### src/rtl/if_fetch_ctrl.sv
// if_fetch_ctrl -- control FSM for the instruction-fetch stage.
//
// Sequences program preload into instruction memory, paced instruction
// fetch with a fixed memory read latency, the valid/ready handoff to ID,
// halting, and redirects requested by EX (target already on dataALU).
//
// Ports:
//   CLK, RST          clock (rising edge), asynchronous active-high reset
//   start             begin fetching from IDLE or HALT
//   load_req          request a program preload (IDLE only, beats start)
//   load_valid        one preload word present this cycle
//   load_last         qualifies the final load_valid beat
//   branch_taken      EX redirect request
//   halt_req          stop after the current instruction is handed off
//   id_ready          ID accepts the instruction this cycle
//   S_MXPC            PC mux select: 0 = PC+4, 1 = dataALU
//   W_PC              PC write enable (pulse)
//   read_file         instruction memory read enable
//   write_file, WE    instruction memory write strobes (preload)
//   if_valid          instruction valid towards ID
//   busy              high outside IDLE and HALT
//   fetch_count       instructions handed to ID (wraps)
//   flush_count       redirects taken (wraps)
module if_fetch_ctrl #(
   parameter int unsigned MEM_LAT = 1,
   parameter int unsigned CNT_W   = 32
) (
   input  logic             CLK,
   input  logic             RST,
   input  logic             start,
   input  logic             load_req,
   input  logic             load_valid,
   input  logic             load_last,
   input  logic             branch_taken,
   input  logic             halt_req,
   input  logic             id_ready,
   output logic             S_MXPC,
   output logic             W_PC,
   output logic             read_file,
   output logic             write_file,
   output logic             WE,
   output logic             if_valid,
   output logic             busy,
   output logic [CNT_W-1:0] fetch_count,
   output logic [CNT_W-1:0] flush_count
);

   typedef enum logic [2:0] {IDLE, LOAD, FETCH, WAIT, ISSUE, HALT} state_t;

   // FETCH loads MEM_LAT-1 so that WAIT spends MEM_LAT cycles before ISSUE.
   localparam logic [3:0] LAT_INIT = (MEM_LAT == 0) ? 4'd0 : 4'(MEM_LAT - 1);

   state_t     state, stateNext;
   logic [3:0] latCnt, latCntNext;
   logic       fetchInc, flushInc;
   logic       redirect;

   // Redirects only matter while an instruction is in flight.
   assign redirect = branch_taken && (state inside {FETCH, WAIT, ISSUE});

   always_comb begin
      stateNext  = state;
      latCntNext = latCnt;
      S_MXPC     = 1'b0;
      W_PC       = 1'b0;
      read_file  = 1'b0;
      write_file = 1'b0;
      WE         = 1'b0;
      if_valid   = 1'b0;
      busy       = 1'b1;
      fetchInc   = 1'b0;
      flushInc   = 1'b0;

      case (state)
         IDLE: begin
            busy = 1'b0;
            if (load_req)   stateNext = LOAD;
            else if (start) stateNext = FETCH;
         end
         LOAD: begin
            WE         = load_valid;
            write_file = load_valid;
            if (load_valid && load_last) stateNext = IDLE;
         end
         FETCH: begin
            read_file  = 1'b1;
            latCntNext = LAT_INIT;
            stateNext  = (MEM_LAT == 0) ? ISSUE : WAIT;
         end
         WAIT: begin
            read_file = 1'b1;
            if (latCnt == 4'd0) stateNext = ISSUE;
            else                latCntNext = latCnt - 4'd1;
         end
         ISSUE: begin
            read_file = 1'b1;
            if_valid  = 1'b1;
            if (id_ready) begin
               W_PC      = 1'b1;
               fetchInc  = 1'b1;
               stateNext = halt_req ? HALT : FETCH;
            end
         end
         HALT: begin
            // Resume at the held PC: no PC write on the way out.
            busy = 1'b0;
            if (start) stateNext = FETCH;
         end
         default: stateNext = IDLE;
      endcase

      // A redirect squashes whatever the state decoded above, including a
      // handshake or halt in the same cycle, and refetches from dataALU.
      if (redirect) begin
         W_PC       = 1'b1;
         S_MXPC     = 1'b1;
         if_valid   = 1'b0;
         fetchInc   = 1'b0;
         flushInc   = 1'b1;
         latCntNext = latCnt;
         stateNext  = FETCH;
      end
   end

   always_ff @(posedge CLK or posedge RST) begin
      if (RST) begin
         state       <= IDLE;
         latCnt      <= 4'd0;
         fetch_count <= '0;
         flush_count <= '0;
      end else begin
         state  <= stateNext;
         latCnt <= latCntNext;
         if (fetchInc) fetch_count <= fetch_count + CNT_W'(1);
         if (flushInc) flush_count <= flush_count + CNT_W'(1);
      end
   end

endmodule

### config.mk
export PLATFORM = sky130hd
export DESIGN_NAME = if_fetch_ctrl
export DESIGN_NICKNAME = d
export VERILOG_FILES = /design/src/rtl/if_fetch_ctrl.sv
export SDC_FILE = /design/constraint.sdc
export NUM_CORES = 1
export LEC_CHECK = 0
export ABC_AREA = 1
export ABC_CLOCK_PERIOD_IN_PS = 2400
export CORE_ASPECT_RATIO = 1.5
export CORE_MARGIN = 2
export CORE_UTILIZATION = 50
export CTS_CLUSTER_SIZE = 16
export DETAILED_ROUTE_END_ITERATION = 8
export PLACE_DENSITY = 0.77
export SLEW_MARGIN = 20
export SYNTH_ARGS = -nofsm -noshare
export SYNTH_HDL_FRONTEND = slang
export SYNTH_SLANG_ARGS = --single-unit
### constraint.sdc
create_clock -name CLK -period 2.4 [get_ports CLK]
set_input_delay 0.24 -clock CLK [delete_from_list [all_inputs] [get_ports CLK]]
set_output_delay 0.24 -clock CLK [all_outputs]
set_load 0.1 [all_outputs]
---- Word level (Yosys, flattened, before mapping) ----
Index checks and enable logic that the tools add are counted.
word-level totals
  bits in registers ....................... 71
operators by class
  eq/ne operators ......................... 9
  bitwise operators ....................... 1
  muxes and demuxes ....................... 20
  add/subtract/negate cells ............... 3
  reductions and logical operators ........ 10
operators with widths
  operator                 number
  $add A32 B1 Y32 const B  2
  $mux W3                  7
  $pmux W3 S6              1
  $mux W1                  10
  $pmux W4 S2              1
  $eq A3 B2 Y1 const B     2
  $eq A3 B3 Y1 const B     2
  $ne A3 B3 Y1 const B     2
  $reduce_and A3 Y1        2
  $logic_not A4 Y1         1
  $mux W4                  1
  $sub A4 B1 Y4 const B    1
  $eq A3 B1 Y1 const B     1
  $logic_not A3 Y1         1
  $ne A3 B2 Y1 const B     1
  $reduce_bool A3 Y1       1
  $reduce_or A3 Y1         1
  $logic_and A1 B1 Y1      2
  $ne A2 B2 Y1 const B     1
  $reduce_bool A2 Y1       1
  $reduce_or A2 Y1         1
  $not A1 Y1               1

---- Longest topological paths before layout ----
Gate-level depths: netlist (run 1).
  word-level depth ........................ 5
  mapped depth ............................ 11
  depth with buffers taken out ............ 10

---- Worst setup path before layout (run 1) ----
No wires, ideal clock.
  path type ............................... register to output
  start ................................... register state[1]
  end ..................................... output port write_file
  buffers on the path ..................... 1
  data arrival time ....................... 3431 ps
  setup slack ............................. -1271 ps
  cell stages (with the launch flop) ...... 5
  cells stage by stage .................... dfrtp_1 inv_1 nand2_1 nor3b_1 buf_4
on the way
  word-level cells in the longest chain between the ends .. 2
RTL lines
  what                    line  RTL
  from (decl)             53    state_t state, stateNext;
  from (signal assigned)  132   state <= stateNext;
  $eq A3 B1 Y1            --
  $mux W1                 --
  to (decl)               40    output logic write_file,
No other way between the ends.

---- Worst setup path in the final report (run 1) ----
  start ................................... register state[2]
  end ..................................... output port S_MXPC
on the way
  word-level cells in the longest chain between the ends .. 4
  elaborated cells on any way between the ends .. 6
  those cells by class .................... eq/ne (3); mux (1); reduce/logical (2)
RTL lines
  what                                          line  RTL
  $eq A3 B2 Y1 or $eq A3 B3 Y1 (tied branches)  59    assign redirect = branch_taken && (state inside {FETCH, WAIT, ISSUE});
  $reduce_bool A3 Y1 *                          59
  $logic_and A1 B1 Y1 *                         59
  $mux W1 *                                     114   if (redirect) begin
  to (decl)                                     37    output logic S_MXPC,
Every way passes the cells marked *; elsewhere a longest branch is shown, timed or not.

==> metrics.txt, run 1 <==
VDD IR-drop max 1040 uV; CTS Root Cell clkbuf_16; share of layout cells above drive strength 1 0.149; initial cell density of the core 0.517; DR pass1 iterations 4; most numerous cell in the Yosys netlist nand2_1; largest net degree at the start of global routing 54; site row count 41; post-route setup slack roughly 0.22 ns; Die Y 119 um; Reg clk slew, reported paths 0.06 ns; Worst Path Required roughly 2.2 ns; first-pass GRT wire length about 19,000 um; Peak Freq approximately 460 MHz; R2R Setup Slk 0.53 ns; total congestion overflow 0; top cells by count, synth nand2_1 (255), nor2_1 (102), dfrtp_1 (71); gr usage total 0.253; vias per std cell roughly 5.2; Setup Crit Path Kind reg -> out; Post-Syn Instances 638; Post-CTS Resized 0; cts bufs inserted 9; HPWL after DPL 8640 um; Final ANT Viol Nets 0; r2r endpoint fetch_count[18]$_DFFE_PP0P_; R2R cell count 6; DRC violations left 0; initial drt markers between 200 and 250; final wirelength 11,300 um; FF+latch count, synth 71; Slew HR 0.707; status finished clean; initial antenna violation count 0; CP delay by family, top flip-flops; Synthesized Nets 650; fin cells 834; WL/cell roughly 14 um; area share of the leading cell type in the synthesized netlist 0.406; core area 8460 um2; largest cells by area after synthesis dfrtp_1 (41%), nand2_1 (22%), nor2_1 (8.7%); clk sinks 71; Antenna Cells 0; Synth area leader dfrtp_1; Final period util 0.907; stages on the worst setup path 6; Place WS roughly 0.42 ns; Avg Inst Size Synth 6.86 um2; HP Class in -> async; startpoint types flop; CTS tree done; critical-path cell list inv_1 > nand2_2 > nand2_8 > nand2_4 > inv_2 > buf_12; top_reg_cell synth dfrtp_1; number of synthesized flops with an enable pin 0; fin nets 734; area delta synth->final 24.1%; post-synthesis async set-or-reset flop share 1.00; Worst Path Arrival 1.94 ns; postcts setup bufs 0; vias in the first global route ~4,400; IO Pins 80; Crit Path Max Fanout 17; Seq/Total Area, Yosys 0.406; Slew Limit Fails 0; CP bufs+invs 3; CP max-delay cell dfrtp_1; setup violators final 0; DP Cell Count 818; Yosys cell types 30; worst skew pair latency 0.33 ns; H-tree Lvls 3; reg-to-reg critical path startpoint state[1]$_DFFE_PP0P_; RSZ-0062 raised after global routing no; DIE AREA 9540 um2; GP Congestion 0.911; Leakage 2.65 nW; Synth Cell Area around 4400 um2; # port buffers 79; cts hold-fix bufs 0; Max stage delay on crit path 0.60 ns; Max Cap Viol 0; Tightest Pin Transition 0.439 ns; Power Density 825 nW/um2; crit path time final 2.18 ns; post-route setup TNS 0 ns; warnings from Yosys 0; final hold violations 0; die width 80.4 um; worst clock skew approximately 0.007 ns; endpoint class of the critical path primary output; maximum clock path buffer count 2; Vias 4,303
-- cells in the final DEF, fill, tap and decap left out, types with 2 or more instances in the layout --
cell type and n:
buf_12 4, buf_4 69, clkbuf_1 2, clkbuf_16 9, clkdlybuf4s50_1 8, clkinv_2 3, dfrtp_1 71, ha_1 3
inv_1 66, inv_2 4, nand2_1 255, nand2_2 2, nand2_4 2, nand3_1 34, nand3b_1 6, nand4_1 17
nor2_1 102, nor2_2 2, nor2_4 4, nor3_1 10, o21ai_0 11, o21ai_1 2, o21bai_1 2, xnor2_1 13
xor2_1 16
-- routing by layer --
metal  GRT usage  routed length (um)
met1       0.286                4460
met2       0.444                5910
met3      0.0435                 489
met4       0.131                 473
met5           0                   0
-- logic make-up after synthesis --
family                     count (synthesis)  share of synthesized area
and+or+nand+nor                          440                      0.431
buffers and inverters                     78                     0.0731
DFF                                       71                      0.406
xor gates and xnor gates                  30                     0.0617
AOI/OAI and AO/OA                         16                     0.0200
adders and majority gates                  3                    0.00857
-- power breakdown --
part	leakage (nW)	internal (mW)	switching, mW	total (mW)
combinational	1.54	0.399	1.29	1.69
clock	0.146	0.828	0.494	1.32
sequential	0.967	1.31	0.158	1.47
total	2.65	2.54	1.94	4.48
-- sequential cells by signal (all words and copies together), names as in the netlist --
signal       cells
flush_count     32
state            3
latCnt           4
fetch_count     32
-- per-stage QoR --
stage	area [um2]	util	total power, mW	hold slack [ns]
floorplan	4390	-	2.81	0.437
global placement	5140	0.608	3.15	0.475
detailed placement	5140	0.608	3.19	0.484
CTS	5440	0.642	4.52	0.241
global route	5440	0.642	4.70	0.271
finish	5440	0.642	4.48	0.234
-- worst max-delay path by stage --
stage | startpoint | slack (ns) | to
finish | state[2]$_DFFE_PP0P_ | 0.22 | S_MXPC
global route | state[2]$_DFFE_PP0P_ | 0.09 | S_MXPC
CTS | state[2]$_DFFE_PP0P_ | 0.22 | S_MXPC
detailed placement | id_ready | 0.42 | fetch_count[18]$_DFFE_PP0P_
global placement | id_ready | 0.45 | fetch_count[18]$_DFFE_PP0P_
floorplan | state[1]$_DFFE_PP0P_ | 0.16 | if_valid
-- layout make-up --
cell class	count	area, um2
Sequential cell	71	1780
Clock inverter	4	45.0
Multi-Input combinational cell	489	2290
Fill cell	780	3030
Clock buffer	12	246
Tap cell	107	134
Inverter	70	263
Timing Repair Buffer	81	678
Note: power is estimated with default switching activity, not from simulation.
==> run 2, diff against run 1 <==
- CELL_PAD_IN_SITES_DETAIL_PLACEMENT: unset -> 1
- CELL_PAD_IN_SITES_GLOBAL_PLACEMENT: unset -> 2
- CORE_UTILIZATION: 50 -> 29
- GPL_ROUTABILITY_DRIVEN: unset -> 0
- PLACE_DENSITY: 0.77 -> unset
- PLACE_DENSITY_LB_ADDON: unset -> 0.1
==> metrics.txt, run 2 (synthesis results as in run 1) <==
initial antenna violation count 0 (unchanged); Finished Cell Area 5590 um2 (+2.8%); HP Class in -> async; worst skew pair latency 0.34 ns (about the same); setup violators final 0 (unchanged); H-tree Lvls 3 (unchanged); Clk network pwr share 0.318 (+0.023); WL/cell 15.3 um (+12%); gr usage total 0.183 (-0.0700); endpoint class of the critical path primary output; initial cell density of the core 0.293 (-0.224); HPWL after DPL 11,100 um (+28%); Final Util 0.374 (-0.268); share of layout cells above drive strength 1 0.152 (+0.00392); Crit Path Max Fanout 17 (unchanged); vias per std cell 4.63 (-10%); final hold violations 0 (unchanged); critical-path cell list nor2_4 > nand2_4 > nand2_8 > nand2_4 > inv_2 > buf_12; Tightest Pin Transition 0.427 ns (-0.0116 ns); Setup Crit Path Kind reg -> out; CP delay by family, top simple AND/OR/NAND/NOR gates; Leakage 2.66 nW (+0.23%); VDD IR-drop max 686 uV (-34%); RSZ-0062 raised after global routing no; site row count 55 (+34%); Antenna Cells 0 (unchanged); Comb power frac 0.366 (-0.011); cts bufs inserted 9 (unchanged); CP max-delay cell dfrtp_1; Slew Limit Fails 0 (unchanged); status finished clean; Final period util 0.899 (-0.00754); Final ANT Viol Nets 0 (unchanged); CTS Root Cell clkbuf_16; die width 104 um (+30%); worst clock skew 0.00819 ns (+0.00120 ns); DR pass1 iterations 4 (unchanged); CP bufs+invs 2 (-1); DRC violations left 0 (unchanged); hold slack final 0.301 ns (+0.0667 ns); startpoint types flop; core area 14,900 um2 (+76%); crit path time final 2.16 ns (-0.0181 ns); Flop pwr share 0.315 (-0.013); Sw Pwr 2.01 mW (+3.6%); Reg clk slew, reported paths 0.06 ns (about the same); vias in the first global route 4,483 (+3.0%); initial drt markers 94 (-62%); Power Density 831 nW/um2 (+0.76%); post-route setup TNS 0 ns (unchanged); Sw Ratio 0.433 (about the same); Worst Path Required 2.16 ns (about the same); CTS tree done; Largest regs fetch_count (32), flush_count (32), latCnt (4); commonest non-fill, non-tap cell in the layout nand2_1; clk sinks 71 (unchanged); Peak Freq 463 MHz (+0.84%); Die Y 155 um (+30%); Vias 4,288 (-0.35%); DIE AREA 16,100 um2 (+69%); total congestion overflow 0 (unchanged); fin nets 735 (+0.14%); # port buffers 79 (unchanged); Max stage delay on crit path 0.46 ns (-0.14 ns); Top cell by count, worst path nand2_4; fillers 1,934 (+150%); first-pass GRT wire length 23,300 um (+21%); largest net degree at the start of global routing 72 (+33%); area delta synth->final 27.7%; IO Pins 80 (unchanged); Post-CTS Resized 0 (unchanged); Slew HR 0.714 (+0.00661); cell internal pwr 2.63 mW (+3.6%); Worst Path Arrival 1.92 ns (-0.02 ns); postcts setup bufs 0 (unchanged); maximum clock path buffer count 2 (unchanged); Placement Cell Area 5270 um2 (+2.4%); most frequent cells in the layout nand2_1 (255), nor2_1 (102), dfrtp_1 (70), buf_4 (70), inv_1 (66); cts hold-fix bufs 0 (unchanged); final wirelength 14,200 um (+25%); Max Cap Viol 0 (unchanged)
run 2: final timing paths:
check	startpoint	end	slack (ns)	depth (start not counted)
worst max-delay path	state[1]$_DFFE_PP0P_	S_MXPC	0.24	6
worst min-delay path	RST	fetch_count[5]$_DFFE_PP0P_	0.30	3
worst max register to register	state[1]$_DFFE_PP0P_	fetch_count[18]$_DFFE_PP0P_	0.55	6
worst min register to register	latCnt[1]$_DFFE_PP0P_	latCnt[1]$_DFFE_PP0P_	0.48	2
max in group asynchronous	RST	state[2]$_DFFE_PP0P_	1.75	3
min in group CLK	latCnt[1]$_DFFE_PP0P_	latCnt[1]$_DFFE_PP0P_	0.48	2
run 2: tightest hold or removal path, cell delays in order:
cell	delay (ns)
clkdlybuf4s50_1	0.41
inv_2	0.07
buf_12	0.34
run 2: per-layer routing:
layer	GRT usage	wire length [um]	vias up
li1	-	-	2143
met2	0.356	7920	61
met3	0.0291	333	13
met4	0.0521	178	0
met1	0.203	5730	2071
met5	0	0	-
run 2: final cells by class:
class / count / area, um2 / share of cell area
Tap cell: 199 / 249 / 0.0445
Timing Repair Buffer: 82 / 686 / 0.123
Multi-Input combinational cell: 489 / 2290 / 0.410
Clock buffer: 10 / 229 / 0.0410
Sequential cell: 71 / 1780 / 0.318
Clock inverter: 6 / 92.6 / 0.0166
Inverter: 70 / 263 / 0.0470
run 2: per-stage QoR:
stage	setup WS, ns	instances	power (mW)
floorplan	0.155	638	2.81
global placement	0.471	911	3.20
detailed placement	0.422	911	3.21
CTS	0.136	927	4.74
global route	0.0815	927	4.90
finish	0.241	927	4.65
run 2: power by group through the flow:
stage / combinational [mW] / clock [mW] / sequential [mW]
floorplan: 0.891 / 0 / 1.92
detailed placement: 1.72 / 0 / 1.49
CTS: 1.73 / 1.54 / 1.47
global route: 1.83 / 1.58 / 1.49
global placement: 1.72 / 0 / 1.48
finish: 1.70 / 1.48 / 1.47
==> edit 1: new RTL, flow settings as in run 1 <==
The parameter `CNT_W` goes from 32 to 40.
--- a/src/rtl/if_fetch_ctrl.sv
+++ b/src/rtl/if_fetch_ctrl.sv
@@ -24,5 +24,5 @@
 module if_fetch_ctrl #(
    parameter int unsigned MEM_LAT = 1,
-   parameter int unsigned CNT_W   = 32
+   parameter int unsigned CNT_W   = 40
 ) (
    input  logic             CLK,
Interface: changed (resized fetch_count and flush_count); port bits go from 80 to 96. No check against the original RTL was run, so the function may have changed too.
==> edit 1 against run 1 <==
Die area increased by 9.4%; synthesized cell count decreased by 2.5%; sequential share of layout area increased by 3.4 points; sequential power increased by 17%; global-route usage decreased by 1.6 points; routed wire length increased by 6.4%; design area increased by 11%; core utilization increased by 0.59 points; synthesized area increased by 9.8%; setup slack improved by 0.013 ns; power increased by 6.1%; sequential cell count increased by 16.
==> edit 1: results (changes against run 1) <==
| Metric | Value |
|---|---|
| Worst-path maximum fanout | 13 (-4) |
| Slowest stage delay, CP | 0.46 ns (-0.14 ns) |
| Vias/cell | 5.30 (+2.8%) |
| Placed Cells | 829 (+1.3%) |
| Leakage | 2.94 nW (+11%) |
| Met2 WL post-DR | 6150 microns (+4.1%) |
| Worst r2r path cells | 8 (+2) |
| Area contributors post-synth | dfrtp_1 45%, nand2_1 14%, nor2_1 7.0% |
| Measured slew at the worst slew-check pin | 0.593 ns (+0.155 ns) |
| Mapped Nets | 634 (-2.5%) |
| Status | finished clean |
| First-pass GRT wire length | 19900 microns (+3.5%) |
| Largest net degree at the start of global routing | 50 (-7.4%) |
| Most frequent cells after synthesis | 177 x nand2_1, 90 x nor2_1, 87 x dfrtp_1 |
| Grt met1 use | 29.9% (+1.3 points) |
| Met3 Usage GRT | 4.17% (-0.18 points) |
| Max Clock Skew | 0.00560 ns (-0.00140 ns) |
| Drt wl/cell | 14.3 microns (+5.0%) |
| Metal-1 WL | 5040 microns (+13%) |
| Max IR drop VDD | 1020 uV (-1.8%) |
| R2R Setup Slk | 0.48 ns (-0.05 ns) |
| Reg-to-reg endpoint | flush_count[12]$_DFFE_PP0P_ |
| CP endpoint | W_PC |
| All-layer global routing usage | 23.7% (-1.6 points) |
| DPL Wire Length | 9210 microns (+6.6%) |
| Number of global-route vias before repair | 4261 (-2.1%) |
| Synth Area in Compound Gates | 2.42% (+0.42 points) |
| IO Port Bufs | 95 (+20%) |
| Initial detailed-routing violation count | 302 (+22%) |
| Layout cells sized above 1 | 17.7% (+2.9 points) |
==> edit 1: how the worst min path moves through the flow <==
stage	to	startpoint	slack (ns)
after floorplan	state[2]$_DFFE_PP0P_	id_ready	0.44
after global placement	latCnt[3]$_DFFE_PP0P_	latCnt[3]$_DFFE_PP0P_	0.46
after detailed placement	latCnt[3]$_DFFE_PP0P_	latCnt[3]$_DFFE_PP0P_	0.47
after CTS	fetch_count[10]$_DFFE_PP0P_	RST	0.28
after global routing	fetch_count[23]$_DFFE_PP0P_	RST	0.30
final	fetch_count[10]$_DFFE_PP0P_	RST	0.26
==> edit 1: cell type report <==
class | count | area [sq um]
Fill cell | 794 | 3270
Multi-Input combinational cell | 455 | 2320
Tap cell | 112 | 140
Clock buffer | 12 | 256
Timing Repair Buffer | 98 | 793
Clock inverter | 4 | 53.8
Inverter | 77 | 293
Sequential cell | 87 | 2180
==> edit 2: new RTL, config.mk and constraints of run 1 <==
Made on the original files. Put one more register stage on the output `fetch_count`. The value now appears one clock later. The other outputs are not delayed to match.
--- a/src/rtl/if_fetch_ctrl.sv
+++ b/src/rtl/if_fetch_ctrl.sv
@@ -50,4 +50,6 @@
    // FETCH loads MEM_LAT-1 so that WAIT spends MEM_LAT cycles before ISSUE.
    localparam logic [3:0] LAT_INIT = (MEM_LAT == 0) ? 4'd0 : 4'(MEM_LAT - 1);
+
+   logic [CNT_W-1:0] fetch_count_s0;
 
    state_t     state, stateNext;
@@ -127,14 +129,18 @@
          state       <= IDLE;
          latCnt      <= 4'd0;
-         fetch_count <= '0;
+         fetch_count_s0 <= '0;
          flush_count <= '0;
       end else begin
          state  <= stateNext;
          latCnt <= latCntNext;
-         if (fetchInc) fetch_count <= fetch_count + CNT_W'(1);
+         if (fetchInc) fetch_count_s0 <= fetch_count_s0 + CNT_W'(1);
          if (flushInc) flush_count <= flush_count + CNT_W'(1);
       end
    end
 
+   always_ff @(posedge CLK) begin
+      fetch_count <= fetch_count_s0;
+   end
+
 endmodule
 
Formal check against the unedited RTL: not equivalent (Yosys sat finds a counterexample within 10 cycles, from zero or initial values and one cycle with RST high).
==> edit 2 against run 1 <==
Setup slack better by 0.16 ns; non-clock buffer count is 1 higher; critical path type unchanged; synthesized area is 12% higher; sequential cell count is 32 higher; largest cell class is now sequential cells; register-to-register slack worse by 0.05 ns; sequential share of layout area is 7.7 points higher; power is 15% higher; largest power group is now registers; count of clock-buffer cells in the layout is 1 lower; design area is 10% higher; routed wire length is 1.5% lower; fmax is 7.9% higher.
==> edit 2: results (changes against run 1) <==
| Metric | Value |
|---|---|
| Worst-path maximum fanout | 19 (+2) |
| Comb pwr share | 31.0% (-6.7 points) |
| Metal-1 WL | 4240 microns (-5.0%) |
| Met2 WL post-DR | 5890 microns (-0.25%) |
| Setup WS pre-CTS | 0.345 ns (-0.0800 ns) |
| Number of global-route vias before repair | 4184 (-3.8%) |
| Top Registers | fetch_count: 32 flops, fetch_count_s0: 32 flops, flush_count: 32 flops |
| Post-synthesis sequential area ratio | 49.3% (+8.8 points) |
| Grt met1 use | 23.1% (-5.5 points) |
| Synth Area in Adders | 0.766% (-0.091 points) |
| Reg area | 0.00242 sq mm (+36%) |
| Mapped Nets | 647 (-0.46%) |
| Slowest stage delay, CP | 0.45 ns (-0.15 ns) |
| Initial detailed-routing violation count | 251 (+1.2%) |
| Placer Congestion | 0.876 (-3.8%) |
| Min Hold Slack | 0.307 ns (+0.0728 ns) |
| Rel. slew slack | 64.4% (-6.3 points) |
| Tcrit/Tclk final | 84.1% (-6.6 points) |
| Max IR drop VDD | 886 uV (-15%) |
| Area contributors post-synth | dfrtp_1 36%, nand2_1 18%, dfxtp_1 13% |
| Synth Area in Compound Gates | 1.63% (-0.37 points) |
| All-layer global routing usage | 22.0% (-3.4 points) |
| Clk pwr share | 30.2% (+0.7 points) |
| First-pass GRT wire length | 18700 microns (-3.2%) |
| Most frequent cells after synthesis | 232 x nand2_1, 97 x nor2_1, 71 x dfrtp_1 |
| Status | finished clean |
| Pwr Total | 5.17 mW (+15%) |
## edit 2: changes by cell type after synthesis, moves of 3 or more
| cell | run 1 | this run |
|---|---|---|
| and2_1 | 0 | 3 |
| buf_2 | 4 | 1 |
| dfxtp_1 | 0 | 32 |
| inv_1 | 67 | 62 |
| nand2_1 | 255 | 232 |
| nand3b_1 | 6 | 3 |
| nand4_1 | 17 | 10 |
| nor2_1 | 102 | 97 |
| nor3_1 | 10 | 7 |
| xnor2_1 | 13 | 22 |
| xor2_1 | 16 | 19 |
## edit 2: final cells by class
class                      count  share of cell area, %
tap                          115                   2.40
timing repair buffer          82                   11.2
multi-input combinational    462                   36.5
inverter                      64                   4.01
clock inverter                 5                   1.36
sequential                   103                   40.4
clock buffer                  11                   4.06
## edit 2: cell families (layout without fill, tap and decap cells)
kind of cell	count (synthesis)	after routing
AOI/OAI and AO/OA	15	15
and+or+nand+nor	403	403
buffers and inverters	70	162
adders and majority gates	3	3
xor gates and xnor gates	41	41
DFF	103	103
## edit 2: path summary, 6_finish.rpt
path	from	endpoint
worst max-delay path	state[1]$_DFFE_PP0P_	S_MXPC
worst min-delay path	RST	flush_count[21]$_DFFE_PP0P_
worst max register to register	state[1]$_DFFE_PP0P_	fetch_count_s0[17]$_DFFE_PP0P_
worst min register to register	fetch_count_s0[1]$_DFFE_PP0P_	fetch_count[1]$_DFF_P_
max in group asynchronous	RST	latCnt[1]$_DFFE_PP0P_
min in group CLK	fetch_count_s0[1]$_DFFE_PP0P_	fetch_count[1]$_DFF_P_
## edit 2: tightest hold or removal path, stage by stage
cell and delay [ns]:
clkdlybuf4s50_1 0.42, inv_2 0.08, buf_12 0.32
